===== src/rtl/fir_pkg.sv =====
// Shared constants and types for the pulse-oximetry FIR filter family.
//   NTAPS/DW/CW/AW : filter length, sample, coefficient and accumulator widths
//   H              : unique half of the symmetric coefficient set, H[0] = outermost tap
//   state_t        : scheduler FSM states
//   CH_RED/CH_IR   : channel tags carried on out_ch
package fir_pkg;

    localparam int NTAPS = 22;
    localparam int DW    = 8;
    localparam int CW    = 9;
    localparam int AW    = 20;
    localparam int TW    = $clog2(NTAPS);
    localparam int HW    = $clog2(NTAPS / 2);

    // Packed so H[0] is the rightmost entry (2), H[10] the centre tap (128).
    localparam logic [NTAPS/2-1:0][CW-1:0] H = {
        9'd128, 9'd122, 9'd111, 9'd95, 9'd78, 9'd60,
        9'd43,  9'd28,  9'd16,  9'd10, 9'd2
    };

    typedef enum logic [1:0] {IDLE, SHIFT, MAC, DONE} state_t;

    localparam logic CH_RED = 1'b0;
    localparam logic CH_IR  = 1'b1;

endpackage


===== src/rtl/fir_coef_rom.sv =====
// Folded coefficient lookup for a symmetric FIR.
//   tap  : tap index 0..NTAPS-1
//   coef : H[tap] for the first half, H[NTAPS-1-tap] for the mirrored half
module fir_coef_rom
    import fir_pkg::*;
(
    input  logic [TW-1:0] tap,
    output logic [CW-1:0] coef
);

    localparam logic [TW-1:0] LAST = TW'(NTAPS - 1);
    localparam logic [TW-1:0] HALF = TW'(NTAPS / 2);

    logic [HW-1:0] idx;

    always_comb begin
        idx  = HW'((tap < HALF) ? tap : LAST - tap);
        coef = H[idx];
    end

endmodule


===== src/rtl/fir_mac_scheduler.sv =====
// Two-channel (red / IR) symmetric FIR sharing one 9x8 MAC.
//   CLK_Filter, rst_n       : clock, asynchronous active-high reset
//   red_valid/red_sample    : red ADC strobe and sample
//   ir_valid/ir_sample      : IR ADC strobe and sample
//   out_data/out_valid/out_ch : filtered result, one-cycle valid, channel tag
//   busy                    : scheduler is servicing a sample
//   overrun[1:0]            : pending sample overwritten (bit0 red, bit1 IR)
module fir_mac_scheduler
    import fir_pkg::*;
(
    input  logic          CLK_Filter,
    input  logic          rst_n,
    input  logic          red_valid,
    input  logic [DW-1:0] red_sample,
    input  logic          ir_valid,
    input  logic [DW-1:0] ir_sample,
    output logic [AW-1:0] out_data,
    output logic          out_valid,
    output logic          out_ch,
    output logic          busy,
    output logic [1:0]    overrun
);

    state_t state, state_nxt;

    logic [1:0]                      vld, pend, gnt_vec;
    logic [1:0][DW-1:0]              smp, pend_val;
    logic [1:0][NTAPS-1:0][DW-1:0]   hist;
    logic                            grant, gch, ch, last_ch, last_tap;
    logic [DW-1:0]                   cur;
    logic [TW-1:0]                   tap;
    logic [CW-1:0]                   coef;
    logic [CW+DW-1:0]                prod;
    logic [AW-1:0]                   acc, acc_sum;

    assign vld = {ir_valid, red_valid};
    assign smp = {ir_sample, red_sample};

    // Both pending: the channel not served last wins; otherwise the lone requester.
    assign gch      = pend[CH_IR] & (~pend[CH_RED] | ~last_ch);
    assign gnt_vec  = grant ? (gch ? 2'b10 : 2'b01) : 2'b00;
    assign last_tap = (tap == TW'(NTAPS - 1));
    assign busy     = (state != IDLE);

    fir_coef_rom u_rom (
        .tap  (tap),
        .coef (coef)
    );

    assign prod    = coef * hist[ch][tap];
    assign acc_sum = acc + AW'(prod);

    always_ff @(posedge CLK_Filter or posedge rst_n) begin
        if (rst_n) state <= IDLE;
        else       state <= state_nxt;
    end

    always_comb begin
        state_nxt = state;
        grant     = 1'b0;
        case (state)
            IDLE: if (|pend) begin
                grant     = 1'b1;
                state_nxt = SHIFT;
            end
            SHIFT:   state_nxt = MAC;
            MAC:     if (last_tap) state_nxt = DONE;
            DONE:    state_nxt = IDLE;
            default: state_nxt = IDLE;
        endcase
    end

    // Capture. The sample is copied out at grant, so a strobe landing on the
    // grant cycle simply re-arms pend without counting as an overrun.
    always_ff @(posedge CLK_Filter or posedge rst_n) begin
        if (rst_n) begin
            pend     <= '0;
            pend_val <= '0;
            overrun  <= '0;
        end else begin
            for (int c = 0; c < 2; c++) begin
                if (vld[c]) begin
                    pend[c]     <= 1'b1;
                    pend_val[c] <= smp[c];
                end else if (gnt_vec[c]) begin
                    pend[c] <= 1'b0;
                end
            end
            overrun <= vld & pend & ~gnt_vec;
        end
    end

    // Datapath. out_* load on the final MAC edge so out_valid is high exactly
    // during DONE, keeping grant-to-valid at NTAPS+2 cycles.
    always_ff @(posedge CLK_Filter or posedge rst_n) begin
        if (rst_n) begin
            ch        <= CH_RED;
            last_ch   <= CH_IR;
            cur       <= '0;
            hist      <= '0;
            acc       <= '0;
            tap       <= '0;
            out_data  <= '0;
            out_ch    <= 1'b0;
            out_valid <= 1'b0;
        end else begin
            out_valid <= 1'b0;
            if (grant) begin
                ch      <= gch;
                last_ch <= gch;
                cur     <= pend_val[gch];
            end
            case (state)
                SHIFT: begin
                    hist[ch] <= {hist[ch][NTAPS-2:0], cur};
                    acc      <= '0;
                    tap      <= '0;
                end
                MAC: begin
                    acc <= acc_sum;
                    tap <= tap + 1'b1;
                    if (last_tap) begin
                        out_data  <= acc_sum;
                        out_ch    <= ch;
                        out_valid <= 1'b1;
                    end
                end
                default: ;
            endcase
        end
    end

endmodule


===== config.mk =====
export PLATFORM = sky130hd
export DESIGN_NAME = fir_mac_scheduler
export DESIGN_NICKNAME = d
export VERILOG_FILES = /design/src/rtl/fir_pkg.sv /design/src/rtl/fir_coef_rom.sv /design/src/rtl/fir_mac_scheduler.sv
export SDC_FILE = /design/constraint.sdc
export NUM_CORES = 1
export LEC_CHECK = 0
export BUFFER_PORTS_ARGS = -buffer_cell sky130_fd_sc_hd__buf_2
export CORE_AREA = 2 2 205 207
export CTS_CLUSTER_SIZE = 30
export DETAILED_ROUTE_END_ITERATION = 6
export DIE_AREA = 0 0 207 209
export GPL_ROUTABILITY_DRIVEN = 0
export MAX_ROUTING_LAYER = met4
export PLACE_DENSITY = 0.67
export SETUP_SLACK_MARGIN = 0.02
export SYNTH_ARGS = -nofsm -noshare
export SYNTH_HDL_FRONTEND = slang
export SYNTH_SLANG_ARGS = --single-unit

===== constraint.sdc =====
create_clock -name CLK_Filter -period 17.13 [get_ports CLK_Filter]
set_input_delay 2.5695 -clock CLK_Filter [delete_from_list [all_inputs] [get_ports CLK_Filter]]
set_output_delay 2.5695 -clock CLK_Filter [all_outputs]
set_load 0.03 [all_outputs]

# After elaboration in Yosys (flattened, before gate mapping)

Memories as Yosys holds them, arrays and structs flattened.
Cells that the tools add are included.

Multipliers: 1
Equality and inequality tests: 6
Magnitude comparators: 6
Reduce and logical (&&, ||, !) cells: 9
Multiplexer cells: 26
Add/sub/neg operators: 3
Bitwise operators: 7

Operators with widths:

| kind                  | number |
|---|---|
| $mux W176             | 3 |
| $bwmux W352           | 1 |
| $demux W176 S1        | 1 |
| $bmux W8 S5           | 1 |
| $pmux W20 S2          | 1 |
| $mux W8               | 3 |
| $add A20 B17 Y20      | 1 |
| $mul A9 B8 Y17        | 1 |
| $pmux W5 S2           | 1 |
| $mux W9               | 1 |
| $mux W1               | 8 |
| $mux W2               | 4 |
| $pmux W2 S4           | 1 |
| $reduce_bool A2 Y1    | 4 |
| $lt A5 B6 Y1 const B  | 1 |
| $add A5 B1 Y5 const B | 1 |
| $eq A5 B5 Y1 const B  | 1 |
| $lt A4 B5 Y1 const B  | 1 |
| $lt A5 B4 Y1 const B  | 1 |
| $and A2 B2 Y2         | 2 |
| $eq A2 B2 Y1 const B  | 2 |
| $lt A1 B2 Y1 const B  | 2 |
| $mux W4               | 1 |
| $ne A2 B2 Y1 const B  | 2 |
| 11 further kinds      | 13 |

Memories kept: 1
Word-level logic and storage cells: 117
Bits in registers: 431
ROM bits: 144
Output and inout port bits: 25

Memories:

| memory           | words | width | rd ports | clocked after Yosys merged registers in | write ports | RTL line           | RTL |
|---|---|---|---|---|---|---|---|
| (name not given) | 16    | 9     | 1        | 0                                       | 0           | fir_coef_rom.sv:18 | `coef = H[idx];` |

# Depth between registers and ports, before layout

Gate-level depths: netlist (run 1).

Word-level depth: 7
Gate-level depth with buffers: 27
Mapped depth without buffers: 26

# Cells and area by module

Synthesis (run 1) repeated with hierarchy kept, for this count alone.

Cells, all modules: 1,649
Area, all modules: 22,426.5 µm²

By module, submodules not included:

| module            | times used | cells each | area an instance (µm²) | seq. area each (µm²) |
|---|---|---|---|---|
| fir_mac_scheduler | 1          | 1,608      | 22,092.4               | 10,786.6 |
| fir_coef_rom      | 1          | 41         | 334.1                  | 0.0 |

# Worst setup path after synthesis (run 1)

Ideal clock, no wire load.

Kind: register to register
Start: reg tap[0]
End: reg acc[17]
Buffers on the path: 4
Slack: 10,932 ps
Arrival time: 6,074 ps
Stages on the path, launching flop included: 25
Data required time: 17,006 ps
Cell sequence: dfrtp_1 -> buf_2 -> buf_2 -> buf_2 -> buf_2 -> o21ai_0 -> inv_1 -> ha_1 -> mux2i_1 -> a21oi_1 -> or2_1 -> fa_1 -> fa_1 -> inv_1 -> fa_1 -> inv_1 -> fa_1 -> inv_1 -> ha_1 -> and2_1 -> a221oi_1 -> a21oi_1 -> o211a_1 -> o2111a_1 -> a211o_1

Word-level cells in the longest chain between the ends: 7
Elaborated cells between the ends (all ways): 10

RTL lines:

| element                                       | RTL line                 | RTL |
|---|---|---|
| start: declaration                            | fir_mac_scheduler.sv:31  | `logic [TW-1:0] tap;` |
| start signal: assignment                      | fir_mac_scheduler.sv:121 | `tap <= tap + 1'b1;` |
| $sub A3 B4 Y4 or $lt A5 B4 Y1 (tied branches) | fir_coef_rom.sv:17       | `idx = HW'((tap < HALF) ? tap : LAST - tap);` |
| $mux W4                                       | fir_coef_rom.sv:17       |  |
| $mem_v2 Z16 W9                                | --                       |  |
| $mux W9 (not written as such)                 | fir_coef_rom.sv:18       |  |
| $mul A9 B8 Y17 (*)                            | fir_mac_scheduler.sv:50  | `assign prod = coef * hist[ch][tap];` |
| $add A20 B17 Y20 (*)                          | fir_mac_scheduler.sv:51  | `assign acc_sum = acc + AW'(prod);` |
| $pmux W20 S2 (*)                              | fir_mac_scheduler.sv:113 | `case (state)` |
| end signal: assignment                        | fir_mac_scheduler.sv:120 | `acc <= acc_sum;` |
| end: declaration                              | fir_mac_scheduler.sv:34  | `logic [AW-1:0] acc, acc_sum;` |

Every way passes the cells marked *; elsewhere a longest branch is shown, timed or not. The select of a mux whose other input is x is not followed.
A chain may end at the register's enable or synchronous reset.

# Worst setup path after layout (run 1)

Start: reg ch
End: reg acc[19]

Word-level cells in the longest chain between the ends: 7

RTL lines:

| element                       | RTL line                 | RTL |
|---|---|---|
| start: declaration            | fir_mac_scheduler.sv:29  | `logic grant, gch, ch, last_ch, last_tap;` |
| start signal: assignment      | fir_mac_scheduler.sv:109 | `ch <= gch;` |
| $mux W176 (2 in series)       | --                       |  |
| $bmux W8 S5                   | fir_mac_scheduler.sv:50  |  |
| $mux W8 (not written as such) | fir_mac_scheduler.sv:50  |  |
| $mul A9 B8 Y17                | fir_mac_scheduler.sv:50  |  |
| $add A20 B17 Y20              | fir_mac_scheduler.sv:51  |  |
| $pmux W20 S2                  | fir_mac_scheduler.sv:113 |  |

No other way between the ends. The select of a mux whose other input is x is not followed.

==> results of run 1 <==
-- metrics by stage --
step | power (mW) | setup WS, ns | util (%) | std cells | cell area (µm²)
global placement | 1.115 | 9.325 | 55.31 | 2182 | 22840
detailed placement | 1.117 | 9.215 | 55.31 | 2182 | 22840
finish | 2.107 | 9.220 | 59.04 | 2266 | 24380
CTS | 2.135 | 9.190 | 59.04 | 2266 | 24380
global route | 2.181 | 8.844 | 59.04 | 2266 | 24380
floorplan | 1.097 | 2.559 | - | 1677 | 22260
-- worst paths after layout --
path                                         start                 endpoint  slack, ns  cells after the start
hold reg to reg            out_data[0]$_DFFE_PP0P_  out_data[0]$_DFFE_PP0P_       0.47                      2
max in group asynchronous                    rst_n       tap[0]$_DFFE_PP0P_      12.50                      4
min in group asynchronous                    rst_n  out_data[8]$_DFFE_PP0P_       2.08                      2
setup / recovery                    ch$_DFFE_PP0P_      acc[19]$_DFFE_PP0P_       9.22                     20
setup reg to reg                    ch$_DFFE_PP0P_      acc[19]$_DFFE_PP0P_       9.22                     20
hold / removal             out_data[0]$_DFFE_PP0P_  out_data[0]$_DFFE_PP0P_       0.47                      2
-- cell usage after synthesis (all sizes together) (3+ instances only) --
| library cell | instances | share of area, % |
|---|---|---|
| a211o | 7 | 0.28 |
| a211oi | 5 | 0.17 |
| a21o | 8 | 0.27 |
| a21oi | 20 | 0.45 |
| a222oi | 8 | 0.36 |
| a22oi | 13 | 0.56 |
| a2bb2oi | 6 | 0.35 |
| a311o | 4 | 0.18 |
| a31o | 3 | 0.12 |
| and2 | 6 | 0.17 |
| and3 | 4 | 0.11 |
| buf | 68 | 1.7 |
| clkbuf | 26 | 0.46 |
| dfrtp | 430 | 48 |
| fa | 50 | 4.5 |
| ha | 55 | 3.1 |
| inv | 135 | 2.3 |
| mux2 | 384 | 19 |
| mux2i | 52 | 2.3 |
| mux4 | 65 | 6.6 |
| nand2 | 71 | 1.2 |
| nand2b | 10 | 0.28 |
| nand3 | 25 | 0.56 |
| nor2 | 54 | 0.92 |
| nor2b | 11 | 0.31 |
| nor3 | 6 | 0.13 |
| nor3b | 3 | 0.12 |
| o2111ai | 4 | 0.19 |
| o211ai | 4 | 0.13 |
| o21a | 3 | 0.10 |
| o21ai | 47 | 1.1 |
| o21bai | 6 | 0.20 |
| o221ai | 4 | 0.16 |
| o22ai | 24 | 0.70 |
| o2bb2ai | 3 | 0.12 |
| or2 | 6 | 0.17 |
| xnor2 | 6 | 0.24 |
| xor2 | 7 | 0.28 |
-- cell families (layout without fill, tap and decap cells) --
logic type	Yosys count	count (layout)	synth area share (%)
flip-flops	431	431	48.46
multiplexers	501	501	28.34
AND/OR/NAND/NOR	209	209	4.412
XOR/XNOR	13	13	0.5115
adder cells (fa/ha/maj)	105	105	7.588
buffers and inverters	230	280	4.474
AO/OA/AOI/OAI	188	188	6.217
-- power groups by stage --
stage / logic [mW] / clock network [mW] / registers (mW)
floorplan: 0.0375 / 0 / 1.06
global placement: 0.0571 / 0 / 1.06
CTS: 0.0589 / 1.04 / 1.04
finish: 0.0567 / 1.01 / 1.04
global route: 0.0656 / 1.08 / 1.04
detailed placement: 0.0588 / 0 / 1.06
-- metal layers --
layer,share of wire [%],vias to the layer above
li1,-,6034
met1,45,7024
met5,0,-
met3,4.5,67
met2,49,260
met4,2.0,0
-- final cells by class --
type / instances / area, µm² / area share [%]
Sequential cell: 431 / 10800 / 44.30
Multi-Input combinational cell: 1016 / 10490 / 43.04
Clock buffer: 68 / 1335 / 5.477
Tap cell: 539 / 674.4 / 2.767
Inverter: 136 / 518.0 / 2.125
Timing Repair Buffer: 60 / 352.8 / 1.447
Clock inverter: 16 / 205.2 / 0.8418
-- cells in the final DEF, fill, tap and decap left out, types with 7 or more instances in the layout --
| master | netlist | layout |
|---|---|---|
| sky130_fd_sc_hd__o21ai_1 | 12 | 12 |
| sky130_fd_sc_hd__a211o_1 | 7 | 7 |
| sky130_fd_sc_hd__buf_4 | 7 | 15 |
| sky130_fd_sc_hd__mux2i_1 | 52 | 52 |
| sky130_fd_sc_hd__ha_1 | 55 | 55 |
| sky130_fd_sc_hd__inv_1 | 131 | 130 |
| sky130_fd_sc_hd__xor2_1 | 7 | 7 |
| sky130_fd_sc_hd__clkbuf_8 | 0 | 8 |
| sky130_fd_sc_hd__a22oi_1 | 11 | 11 |
| sky130_fd_sc_hd__clkinv_2 | 0 | 8 |
| sky130_fd_sc_hd__nand2_1 | 71 | 70 |
| sky130_fd_sc_hd__clkbuf_16 | 0 | 47 |
| sky130_fd_sc_hd__a21o_1 | 8 | 8 |
| sky130_fd_sc_hd__nand2b_1 | 10 | 10 |
| sky130_fd_sc_hd__a222oi_1 | 8 | 8 |
| sky130_fd_sc_hd__mux2_2 | 384 | 384 |
| sky130_fd_sc_hd__a21oi_1 | 20 | 20 |
| sky130_fd_sc_hd__nor2b_1 | 11 | 10 |
| sky130_fd_sc_hd__mux4_2 | 65 | 65 |
| sky130_fd_sc_hd__nand3_1 | 25 | 25 |
| sky130_fd_sc_hd__dfrtp_1 | 430 | 427 |
| sky130_fd_sc_hd__o21ai_0 | 33 | 33 |
| sky130_fd_sc_hd__fa_1 | 50 | 50 |
| sky130_fd_sc_hd__buf_2 | 52 | 44 |
| sky130_fd_sc_hd__o22ai_1 | 23 | 23 |
| sky130_fd_sc_hd__clkbuf_1 | 25 | 13 |
| sky130_fd_sc_hd__nor2_1 | 53 | 53 |
-- critical path: cells and delay by family (launching register included) --
family                   cells  cell delay [ns]
adder cells (fa/ha/maj)      5             2.21
multiplexers                 2             0.87
flip-flops                   1             1.08
AND/OR/NAND/NOR              3             0.55
AO/OA/AOI/OAI                6             2.01
buffers and inverters        4             0.91
-- flip-flops by register name, summed over array words and instances (netlist names), 2 cells and up --
register	cells
hist	352
state	2
acc	20
tap	5
out_data	20
cur	8
pend	2
pend_val	16
overrun	2
==> results.txt, run 1 <==
----------------------------------------------------
[Status]
  Result of the run ... finished, final reports clean

[Floorplanning]
  Chip width ... about 210 µm
  IO Count ... 45
  Initial core utilization ... 53.91%
  Height of the die ... 209 µm
  Total die area ... approximately 43000 µm²
  Area of the core region ... approximately 41000 µm²
  Site Rows ... 75

[Detailed routing]
  Number of violations reported at the end of detailed-routing iteration 0 ... 752
  Routed wire per std cell ... slightly above 20 µm
  Antenna Violating Nets Remaining ... 0
  Total routed wirelength ... 45730 µm
  Length of the first detailed-routing pass in iterations ... 5
  Vias per cell ... 5.907
  Number of vias after detailed routing ... 13390
  Remaining DRCs ... 0

[CTS]
  Cts-stage hold buffer count ... 0
  Clock-pin slew on the worst setup and hold paths ... 0.06 ns
  H-tree depth ... 2
  Master cell of the clock root buffer ... sky130_fd_sc_hd__clkbuf_16
  Post-CTS setup repair buffer count ... 0
  Number of buffers inserted during clock tree synthesis ... 46
  Maximum clock path buffer count ... 3
  Num Clock Sinks ... approximately 430
  Clock latency reported for the late side of the worst-skew pair ... roughly 0.59 ns
  Post-cts sizing count ... 0
  CTS tree ... built

[Timing]
  Worst max-slew margin expressed relative to the limit ... 25.90%
  Final Cycle Share ... 46.18%
  Hold Vio Cnt, Final ... 0
  Worst hold slack across all endpoints ... 0.4734 ns
  Final critical delay including setup and external delays ... 7.910 ns
  Final clock skew ... about 0.022 ns
  Final setup violating endpoints ... 0
  Peak Freq ... 126.4 MHz
  Slew at the pin closest to its max-slew limit ... between 1 and 1.5 ns
  TNS Setup ... 0 ns
  Setup repair after global routing missed its margin ... false
  Pins Over Slew Limit ... 0

[Critical path]
  Worst setup SP type ... flop
  Critical Path Slowest Stage Cell ... sky130_fd_sc_hd__dfrtp_4
  Data required time at the worst endpoint ... between 15 and 20 ns
  Slowest stage delay, CP ... 1.08 ns
  Crit-path most repeated cell ... sky130_fd_sc_hd__fa_1
  Worst setup EP type ... flop
  Arr. time, crit path ... 8.34 ns
  Peak fanout along the critical path ... 64
  Critical Path, Cell by Cell ... buf_4 > mux4_2 > a311o_1 > o22ai_1 > a2bb2oi_2 > or2_1 > fa_1 > fa_1 > inv_1 > fa_1 > inv_1 > fa_1 > inv_1 > ha_1 > and2_1 > a221oi_1 > nand3_1 > a221oi_1 > mux2i_1 > o22ai_1
  Kind of critical path ... flop to flop

[Synth]
  Async set or reset register ratio after synthesis ... 100.0%
  Warning count from the yosys run ... 0
  Primary flip-flop cell chosen by synthesis mapping ... sky130_fd_sc_hd__dfrtp_1
  Post-synthesis sequential element count ... roughly 430
  Syn_nets ... about 1800
  Synth cell types ... 75
  Synthesized netlist cell count ... 1677
  Netlist area before placement ... 22260 µm²
  Mean cell area of the mapped netlist ... 13.27 µm²
  Sequential fraction of the synthesis area ... 48.46%
  Number of enable flip-flop cells after synthesis ... 0

[GRT]
  GRT busiest layer ... met2
  Initial antenna violation count ... 0
  Met2 demand-to-capacity share in global routing ... approximately a third
  Global-route total usage across every layer ... 22.38%
  Met3 global-route usage ... under 10%
  Grt total ovfl ... 0
  Routing usage on met1 ... 30.25%
  Via count of the first global-routing pass ... 13870
  Pin count of the biggest net entering global routing ... 177
  Global-route wire length before repair ... roughly 75000 µm

[Finish]
  Fraction of final layout cells sized beyond drive strength 1 ... a little over a third
  Area growth, synth to finish ... 9.505%
  Diode insertion count for antenna repair ... 0
  Net total in the final layout ... 1816
  Count of filler cells inserted in the layout ... 3332

[Power and ir drop]
  Worst vdd rail ir drop ... 0.08684 mV
  Cell-internal power ... 1.651 mW
  Sequential share of power ... between 40% and 50%
  Part of the power in the clock network ... a little under half
  Logic pwr share ... 2.7%
  Power density over the cells ... 86.44 nW/µm²
  Fraction of power spent switching nets ... 21.66%
  Leakage component of the power ... approximately 12 nW
  NetSw ... ~0.46 mW

[Job]
  Maximum capacitance violations ... 0

[Place]
  Detailed placement HPWL ... 29920 µm
  Number of I/O port buffers ... 44

[Worst hold path]
  Type of the worst min-delay path ... flop to flop

----------------------------------------------------
No activity file was read; power rests on OpenSTA's default activity.
==> run 2: changes to the inputs <==
==> constraint.sdc (replaced) <==
create_clock -name CLK_Filter -period 7.29 [get_ports CLK_Filter]
set_input_delay 1.0935 -clock CLK_Filter [delete_from_list [all_inputs] [get_ports CLK_Filter]]
set_output_delay 1.0935 -clock CLK_Filter [all_outputs]
set_load 0.03 [all_outputs]
==> run 2 against run 1 <==
Compared with the run above:
- die area is the same
- highest routed layer unchanged
- routed wire length rose by 2.7%
- sequential power increased by 130%
- register-to-register slack got worse by 8.9 ns
==> results.txt, run 2 (synthesized netlist as in run 1, its figures left out) <==
----------------------------------------------------
[Timing]
  Slew at the pin closest to its max-slew limit ... 1.098 ns (was 1.112 ns)
  Hold Vio Cnt, Final ... 0 (unchanged)
  Setup repair after global routing missed its margin ... false (unchanged)
  Worst hold slack across all endpoints ... 0.4727 ns (was 0.4734 ns)
  Pins Over Slew Limit ... 0 (unchanged)
  Final clock skew ... 0.02324 ns (was 0.02188 ns)
  Final critical delay including setup and external delays ... 6.939 ns (was 7.910 ns)
  Final setup violating endpoints ... 0 (unchanged)
  Worst max-slew margin expressed relative to the limit ... 26.78% (was 25.90%)
  Final Cycle Share ... 95.18% (was 46.18%)
  Peak Freq ... 144.1 MHz (was 126.4 MHz)
  TNS Setup ... 0 ns (unchanged)

[Detailed routing]
  Vias per cell ... 5.824 (was 5.907)
  Antenna Violating Nets Remaining ... 0 (unchanged)
  Number of vias after detailed routing ... 13320 (was 13390)
  Length of the first detailed-routing pass in iterations ... 6 (was 5)
  Routed wire per std cell ... 20.54 µm (was 20.18 µm)
  Total routed wirelength ... 46990 µm (was 45730 µm)
  Number of violations reported at the end of detailed-routing iteration 0 ... 928 (was 752)
  Remaining DRCs ... 0 (unchanged)

[Floorplanning]
  Site Rows ... 75 (unchanged)
  Height of the die ... 209 µm (unchanged)
  Total die area ... 43260 µm² (unchanged)
  IO Count ... 45 (unchanged)
  Initial core utilization ... 53.91% (unchanged)
  Area of the core region ... 41290 µm² (unchanged)
  Chip width ... 207 µm (unchanged)

[CTS]
  Master cell of the clock root buffer ... sky130_fd_sc_hd__clkbuf_16 (unchanged)
  Maximum clock path buffer count ... 3 (unchanged)
  Cts-stage hold buffer count ... 0 (unchanged)
  Clock-pin slew on the worst setup and hold paths ... 0.06 ns (about the same)
  CTS tree ... built (unchanged)
  H-tree depth ... 2 (unchanged)
  Post-CTS setup repair buffer count ... 0 (unchanged)
  Clock latency reported for the late side of the worst-skew pair ... 0.59 ns (about the same)
  Post-cts sizing count ... 0 (unchanged)
  Num Clock Sinks ... 431 (unchanged)
  Number of buffers inserted during clock tree synthesis ... 47 (was 46)

[Power and ir drop]
  Power density over the cells ... 200.6 nW/µm² (was 86.44 nW/µm²)
  Worst vdd rail ir drop ... 0.1996 mV (was 0.08684 mV)
  Leakage component of the power ... 12.02 nW (was 11.90 nW)
  Post-layout power ... 4.931 mW (was 2.107 mW)

[Place]
  Area of placed instances ... 23040 µm² (was 22840 µm²)
  Detailed placement HPWL ... 31740 µm (was 29920 µm)
  Number of I/O port buffers ... 44 (unchanged)

[Finish]
  Diode insertion count for antenna repair ... 0 (unchanged)
  Registers with the highest flip-flop counts ... hist x352, acc x20, out_data x20 (unchanged)
  Commonest non-fill, non-tap cells in the layout ... sky130_fd_sc_hd__dfrtp_1, sky130_fd_sc_hd__mux2_2, sky130_fd_sc_hd__inv_1 (unchanged)
  Area growth, synth to finish ... 10.44% (was 9.505%)
  Final Core Density ... 59.54% (was 59.04%)
  Commonest non-fill, non-tap cell in the layout ... sky130_fd_sc_hd__dfrtp_1 (unchanged)
  Register containing the most flip-flops in the final layout ... hist (unchanged)
  Fraction of final layout cells sized beyond drive strength 1 ... 35.98% (was 35.15%)
  Max reg flops ... 352 (unchanged)
  Cell area after layout ... 24580 µm² (was 24380 µm²)
  Count of filler cells inserted in the layout ... 3304 (was 3332)
  Net total in the final layout ... 1837 (was 1816)

[Critical path]
  R2r startpoint ... tap[1]$_DFFE_PP0P_ (was ch$_DFFE_PP0P_)
  Peak fanout along the critical path ... 38 (was 64)
  Kind of critical path ... flop to flop (unchanged)
  Worst setup path startpoint ... tap[1]$_DFFE_PP0P_ (was ch$_DFFE_PP0P_)
  R2r setup slk ... 0.35 ns (was 9.22 ns)
  Endpoint of the lowest-slack register-to-register path ... out_data[16]$_DFFE_PP0P_ (was acc[19]$_DFFE_PP0P_)
  Arr. time, crit path ... 7.40 ns (was 8.34 ns)
  Worst setup EP type ... flop (unchanged)
  Data required time at the worst endpoint ... 7.75 ns (was 17.56 ns)
  Worst setup SP type ... flop (unchanged)
  Depth of the most critical reg-to-reg path ... 21 (was 20)

[Worst hold path]
  Hold Path Origin ... out_ch$_DFFE_PP0P_ (was out_data[0]$_DFFE_PP0P_)
  Capture endpoint of the worst hold path ... out_ch$_DFFE_PP0P_ (was out_data[0]$_DFFE_PP0P_)
  Type of the worst min-delay path ... flop to flop (unchanged)
  Worst hold path cell count ... 2 (unchanged)

[GRT]
  Global-route wire length before repair ... 76820 µm (was 75470 µm)
  Grt total ovfl ... 0 (unchanged)
  Via count of the first global-routing pass ... 13980 (was 13870)
  Initial antenna violation count ... 0 (unchanged)
  Global-route total usage across every layer ... 22.86% (was 22.38%)
  Pin count of the biggest net entering global routing ... 177 (unchanged)

[Job]
  Maximum capacitance violations ... 0 (unchanged)

[Status]
  Result of the run ... finished, final reports clean (unchanged)

----------------------------------------------------
run 2: area by class of cell:
class	instances	area [µm²]	area share [%]
flip-flops and latches	431	10800	43.92
well taps	539	674.4	2.743
multi-input cells	1016	10490	42.68
repair buffers	80	565.5	2.300
clock buffers	73	1436	5.843
clock inverters	12	103.9	0.4224
inverters	136	514.2	2.092
run 2: worst max-delay path: stages (launching register included):
cell	delay (ns)
sky130_fd_sc_hd__dfrtp_4	0.88
sky130_fd_sc_hd__buf_4	0.30
sky130_fd_sc_hd__mux4_2	0.51
sky130_fd_sc_hd__a211o_1	0.30
sky130_fd_sc_hd__o22ai_1	0.34
sky130_fd_sc_hd__a2bb2oi_2	0.32
sky130_fd_sc_hd__nor2_1	0.12
sky130_fd_sc_hd__fa_1	0.52
sky130_fd_sc_hd__inv_1	0.05
sky130_fd_sc_hd__fa_1	0.47
sky130_fd_sc_hd__inv_1	0.05
sky130_fd_sc_hd__fa_1	0.48
sky130_fd_sc_hd__inv_1	0.05
sky130_fd_sc_hd__fa_1	0.48
sky130_fd_sc_hd__inv_1	0.05
sky130_fd_sc_hd__ha_1	0.37
sky130_fd_sc_hd__and4_1	0.26
sky130_fd_sc_hd__and2_1	0.15
sky130_fd_sc_hd__a211o_1	0.33
sky130_fd_sc_hd__a311o_1	0.35
sky130_fd_sc_hd__xor2_1	0.16
sky130_fd_sc_hd__mux2_2	0.26
run 2: worst max path at each step:
stage | endpoint | slack, ns | cells past startpoint
floorplan | acc[0]$_DFFE_PP0P_ | 0.38 | 1
global placement | acc[19]$_DFFE_PP0P_ | 0.46 | 20
detailed placement | out_data[16]$_DFFE_PP0P_ | 0.36 | 21
CTS | out_data[16]$_DFFE_PP0P_ | 0.33 | 21
global route | acc[19]$_DFFE_PP0P_ | 0.05 | 20
finish | out_data[16]$_DFFE_PP0P_ | 0.35 | 21
run 2: where the power goes:
part | leakage, nW | total [mW] | internal (mW) | switching [mW]
clock | 0.768 | 2.35 | 1.39 | 0.963
combinational | 5.40 | 0.135 | 0.0428 | 0.0917
sequential | 5.85 | 2.44 | 2.42 | 0.0199
run 2: layer usage:
metal	part of all wire, %	vias up	track usage (%)	wire length (µm)
met3	4.1	74	3.532	1916
met5	0	-	-	0
li1	-	6074	-	-
met2	48	246	35.74	22540
met4	2.7	0	7.463	1262
met1	45	6925	30.97	21260
run 2: metrics by stage:
stage | instances | setup slack, ns
after floorplan | 1677 | 0.3780
after global placement | 2202 | 0.4650
after detailed placement | 2202 | 0.3622
after CTS | 2287 | 0.3251
after global routing | 2287 | 0.05157
final | 2287 | 0.3514
==> run 3: changes to the inputs <==
--- a/config.mk
+++ b/config.mk
@@ -5,14 +5,17 @@
 export SDC_FILE = /design/constraint.sdc
 export NUM_CORES = 1
 export LEC_CHECK = 0
+export ABC_AREA = 1
 export BUFFER_PORTS_ARGS = -buffer_cell sky130_fd_sc_hd__buf_2
-export CORE_AREA = 2 2 205 207
+export CELL_PAD_IN_SITES_DETAIL_PLACEMENT = 2
+export CELL_PAD_IN_SITES_GLOBAL_PLACEMENT = 2
+export CORE_AREA = 2 2 242 244
 export CTS_CLUSTER_SIZE = 30
 export DETAILED_ROUTE_END_ITERATION = 6
-export DIE_AREA = 0 0 207 209
+export DIE_AREA = 0 0 244 246
 export GPL_ROUTABILITY_DRIVEN = 0
 export MAX_ROUTING_LAYER = met4
-export PLACE_DENSITY = 0.67
+export PLACE_DENSITY = 0.76
 export SETUP_SLACK_MARGIN = 0.02
 export SYNTH_ARGS = -nofsm -noshare
 export SYNTH_HDL_FRONTEND = slang
==> run 3 against run 2 <==
Compared with the run above:
- largest cell class unchanged
- clock power increased by 10%
- synthesized area increased by 2.6%
- register-to-register slack better by 0.49 ns
- power grew 4.6%
==> results.txt, run 3 <==
----------------------------------------------------
[Finish]
  Fraction of final layout cells sized beyond drive strength 1 ... 12.57% (was 35.98%)
  Final standard cell count with taps included and fillers excluded ... 3430 (was 2287)
  Max reg flops ... 352 (unchanged)
  Diode insertion count for antenna repair ... 0 (unchanged)
  Register containing the most flip-flops in the final layout ... hist (unchanged)
  Net total in the final layout ... 2748 (was 1837)
  Cell area after layout ... 25240 µm² (was 24580 µm²)
  Registers with the highest flip-flop counts ... hist x352, acc x20, out_data x20 (unchanged)
  Commonest non-fill, non-tap cell in the layout ... sky130_fd_sc_hd__nand2_1 (was sky130_fd_sc_hd__dfrtp_1)
  Area growth, synth to finish ... 10.57% (was 10.44%)
  Commonest non-fill, non-tap cells in the layout ... sky130_fd_sc_hd__nand2_1, sky130_fd_sc_hd__dfrtp_1, sky130_fd_sc_hd__inv_1 (was sky130_fd_sc_hd__dfrtp_1, sky130_fd_sc_hd__mux2_2, sky130_fd_sc_hd__inv_1)

[Timing]
  Final critical delay including setup and external delays ... 6.444 ns (was 6.939 ns)
  Slew at the pin closest to its max-slew limit ... 1.075 ns (was 1.098 ns)
  Final Cycle Share ... 88.39% (was 95.18%)
  Worst hold slack across all endpoints ... 0.4801 ns (was 0.4727 ns)
  Worst max-slew margin expressed relative to the limit ... 28.33% (was 26.78%)
  TNS Setup ... 0 ns (unchanged)
  Peak Freq ... 155.2 MHz (was 144.1 MHz)
  Final clock skew ... 0.02976 ns (was 0.02324 ns)
  Pins Over Slew Limit ... 0 (unchanged)
  Final setup violating endpoints ... 0 (unchanged)
  Hold Vio Cnt, Final ... 0 (unchanged)
  Setup repair after global routing missed its margin ... false (unchanged)

[Synth]
  Primary flip-flop cell chosen by synthesis mapping ... sky130_fd_sc_hd__dfrtp_1 (unchanged)
  Async set or reset register ratio after synthesis ... 100.0% (unchanged)
  Fraction of synthesized cell area taken by the top area cell type ... 47.13% (was 48.34%)
  Synth cell count leaders ... sky130_fd_sc_hd__nand2_1, sky130_fd_sc_hd__dfrtp_1, sky130_fd_sc_hd__inv_1 (was sky130_fd_sc_hd__dfrtp_1, sky130_fd_sc_hd__mux2_2, sky130_fd_sc_hd__inv_1)
  Netlist area before placement ... 22830 µm² (was 22260 µm²)
  Most area-hungry cell type in the Yosys netlist ... sky130_fd_sc_hd__dfrtp_1 (unchanged)
  Syn_nets ... 2774 (was 1802)
  Number of enable flip-flop cells after synthesis ... 0 (unchanged)
  Mean cell area of the mapped netlist ... 8.618 µm² (was 13.27 µm²)
  Leading post-synthesis cells by cell area ... sky130_fd_sc_hd__dfrtp_1, sky130_fd_sc_hd__nand2_1, sky130_fd_sc_hd__mux2_2, sky130_fd_sc_hd__o21ai_0, sky130_fd_sc_hd__inv_1 (was sky130_fd_sc_hd__dfrtp_1, sky130_fd_sc_hd__mux2_2, sky130_fd_sc_hd__mux4_2, sky130_fd_sc_hd__fa_1, sky130_fd_sc_hd__ha_1)
  Post-synthesis sequential element count ... 431 (unchanged)
  Sequential fraction of the synthesis area ... 47.25% (was 48.46%)
  Most instantiated library cell after synthesis ... sky130_fd_sc_hd__nand2_1 (was sky130_fd_sc_hd__dfrtp_1)
  Synthesized netlist cell count ... 2649 (was 1677)
  Synth cell types ... 41 (was 75)
  Warning count from the yosys run ... 0 (unchanged)

[Critical path]
  Arr. time, crit path ... 6.93 ns (was 7.40 ns)
  Worst setup EP type ... flop (unchanged)
  Worst setup SP type ... flop (unchanged)
  Crit-path most repeated cell ... sky130_fd_sc_hd__nand2_1
  Data required time at the worst endpoint ... 7.78 ns (was 7.75 ns)
  Slowest stage delay, CP ... 0.59 ns (was 0.88 ns)
  Kind of critical path ... flop to flop (unchanged)
  Critical Path Slowest Stage Cell ... sky130_fd_sc_hd__dfrtp_4 (unchanged)
  Peak fanout along the critical path ... 77 (was 38)

[Floorplanning]
  Height of the die ... 246 µm (was 209 µm)
  Chip width ... 244 µm (was 207 µm)
  Area of the core region ... 57370 µm² (was 41290 µm²)
  Site Rows ... 88 (was 75)
  Total die area ... 60020 µm² (was 43260 µm²)
  IO Count ... 45 (unchanged)
  Initial core utilization ... 39.80% (was 53.91%)

[Detailed routing]
  Antenna Violating Nets Remaining ... 0 (unchanged)
  Total routed wirelength ... 69390 µm (was 46990 µm)
  Total length of routed met3 wires ... 2038 µm (was 1916 µm)
  Wire length on met2 ... 34960 µm (was 22540 µm)
  Detailed-route wire length on metal 1 ... 30530 µm (was 21260 µm)
  Top routing layer used ... met4 (unchanged)
  Remaining DRCs ... 0 (unchanged)
  Number of violations reported at the end of detailed-routing iteration 0 ... 823 (was 928)
  Length of the first detailed-routing pass in iterations ... 5 (was 6)
  Vias per cell ... 5.294 (was 5.824)
  Routed wire per std cell ... 20.23 µm (was 20.54 µm)
  Number of vias after detailed routing ... 18160 (was 13320)

[CTS]
  Clock-pin slew on the worst setup and hold paths ... 0.06 ns (about the same)
  Cts-stage hold buffer count ... 0 (unchanged)
  Master cell of the clock root buffer ... sky130_fd_sc_hd__clkbuf_16 (unchanged)
  Clock latency reported for the late side of the worst-skew pair ... 0.62 ns (was 0.59 ns)
  Num Clock Sinks ... 431 (unchanged)
  Post-cts sizing count ... 0 (unchanged)
  Post-CTS setup repair buffer count ... 0 (unchanged)
  Number of buffers inserted during clock tree synthesis ... 50 (was 47)
  H-tree depth ... 2 (unchanged)
  Maximum clock path buffer count ... 3 (unchanged)
  CTS tree ... built (unchanged)

[GRT]
  Global-route total usage across every layer ... 24.63% (was 22.86%)
  Global-route wire length before repair ... 115000 µm (was 76820 µm)
  Pin count of the biggest net entering global routing ... 225 (was 177)
  Initial antenna violation count ... 0 (unchanged)
  Via count of the first global-routing pass ... 20660 (was 13980)
  Grt total ovfl ... 0 (unchanged)

[Place]
  Detailed placement HPWL ... 45310 µm (was 31740 µm)
  Instance count after placement with tap cells included ... 3336 (was 2202)
  Area of placed instances ... 23550 µm² (was 23040 µm²)
  Number of I/O port buffers ... 44 (unchanged)

[Power and ir drop]
  Leakage component of the power ... 12.25 nW (was 12.02 nW)
  Post-layout power ... 5.159 mW (was 4.931 mW)
  Power density over the cells ... 204.4 nW/µm² (was 200.6 nW/µm²)
  Worst vdd rail ir drop ... 0.1730 mV (was 0.1996 mV)

[Worst hold path]
  Type of the worst min-delay path ... flop to flop (unchanged)

[Status]
  Result of the run ... finished, final reports clean (unchanged)

[Job]
  Maximum capacitance violations ... 0 (unchanged)

----------------------------------------------------
[run 3: changes by cell type after synthesis, moves of 20 or more]
| cell | previous run | this run |
|---|---|---|
| sky130_fd_sc_hd__mux2i_1 | 52 | 0 |
| sky130_fd_sc_hd__a31oi_1 | 2 | 22 |
| sky130_fd_sc_hd__o21ai_0 | 33 | 275 |
| sky130_fd_sc_hd__inv_1 | 131 | 279 |
| sky130_fd_sc_hd__nor2_1 | 53 | 83 |
| sky130_fd_sc_hd__a21oi_1 | 20 | 119 |
| sky130_fd_sc_hd__nand3_1 | 25 | 209 |
| sky130_fd_sc_hd__mux4_2 | 65 | 0 |
| sky130_fd_sc_hd__mux2_2 | 384 | 129 |
| sky130_fd_sc_hd__nand2_1 | 71 | 721 |
| sky130_fd_sc_hd__clkbuf_1 | 25 | 52 |
[run 3: per-stage QoR]
stage,setup WS (ns),utilization (%)
6_report,0.8462,44.00
5_1_grt,0.3191,44.00
4_1_cts,0.7798,44.00
3_5_place_dp,0.8892,41.06
3_3_place_gp,1.089,41.06
2_1_floorplan,0.3780,-
[run 3: logic make-up after synthesis]
kind of cell | share of synthesized area, %
adder cells (fa/ha/maj) | 7.399
XOR/XNOR | 0.3398
multiplexers | 6.363
AND/OR/NAND/NOR | 18.78
AO/OA/AOI/OAI | 11.39
buffers and inverters | 8.479
flip-flops | 47.25
[run 3: cell type report]
cell class	instances	area, µm²
clock buffer	69	1433
clock inverter	25	257.7
fill	6266	32120
inverter	295	1117
multi-input combinational	1770	10130
sequential	431	10790
tap	765	957.2
timing repair buffer	75	553.0
[run 3: path summary, 6_finish.rpt]
kind,from,end,slack (ns),cells after the start
worst max-delay path,ch$_DFFE_PP0P_,acc[13]$_DFFE_PP0P_,0.85,25
worst min-delay path,pend_val[4]$_DFFE_PP0P_,pend_val[4]$_DFFE_PP0P_,0.48,2
worst max register to register,ch$_DFFE_PP0P_,acc[13]$_DFFE_PP0P_,0.85,25
worst min register to register,pend_val[4]$_DFFE_PP0P_,pend_val[4]$_DFFE_PP0P_,0.48,2
max in group asynchronous,rst_n,hist[29]$_DFFE_PP0P_,5.22,3
min in group asynchronous,rst_n,hist[326]$_DFFE_PP0P_,0.62,2
[run 3: routing by layer]
metal,track usage [%],up-vias
li1,-,8543
met1,30.39,9301
met2,42.34,203
met3,3.551,113
met4,6.636,0
met5,-,-
[run 3: critical path, delay by kind of cell (launching register included)]
kind	cells	cell delay [ns]
adders and majority gates	5	2.23
buffers and inverters	4	0.90
and+or+nand+nor	11	1.30
AOI/OAI and AO/OA	5	1.19
DFF	1	0.59
[run 3: where the power goes]
group          switching [mW]  internal (mW)
Sequential             0.0133           2.42
Clock                    1.10           1.49
Combinational           0.102         0.0349
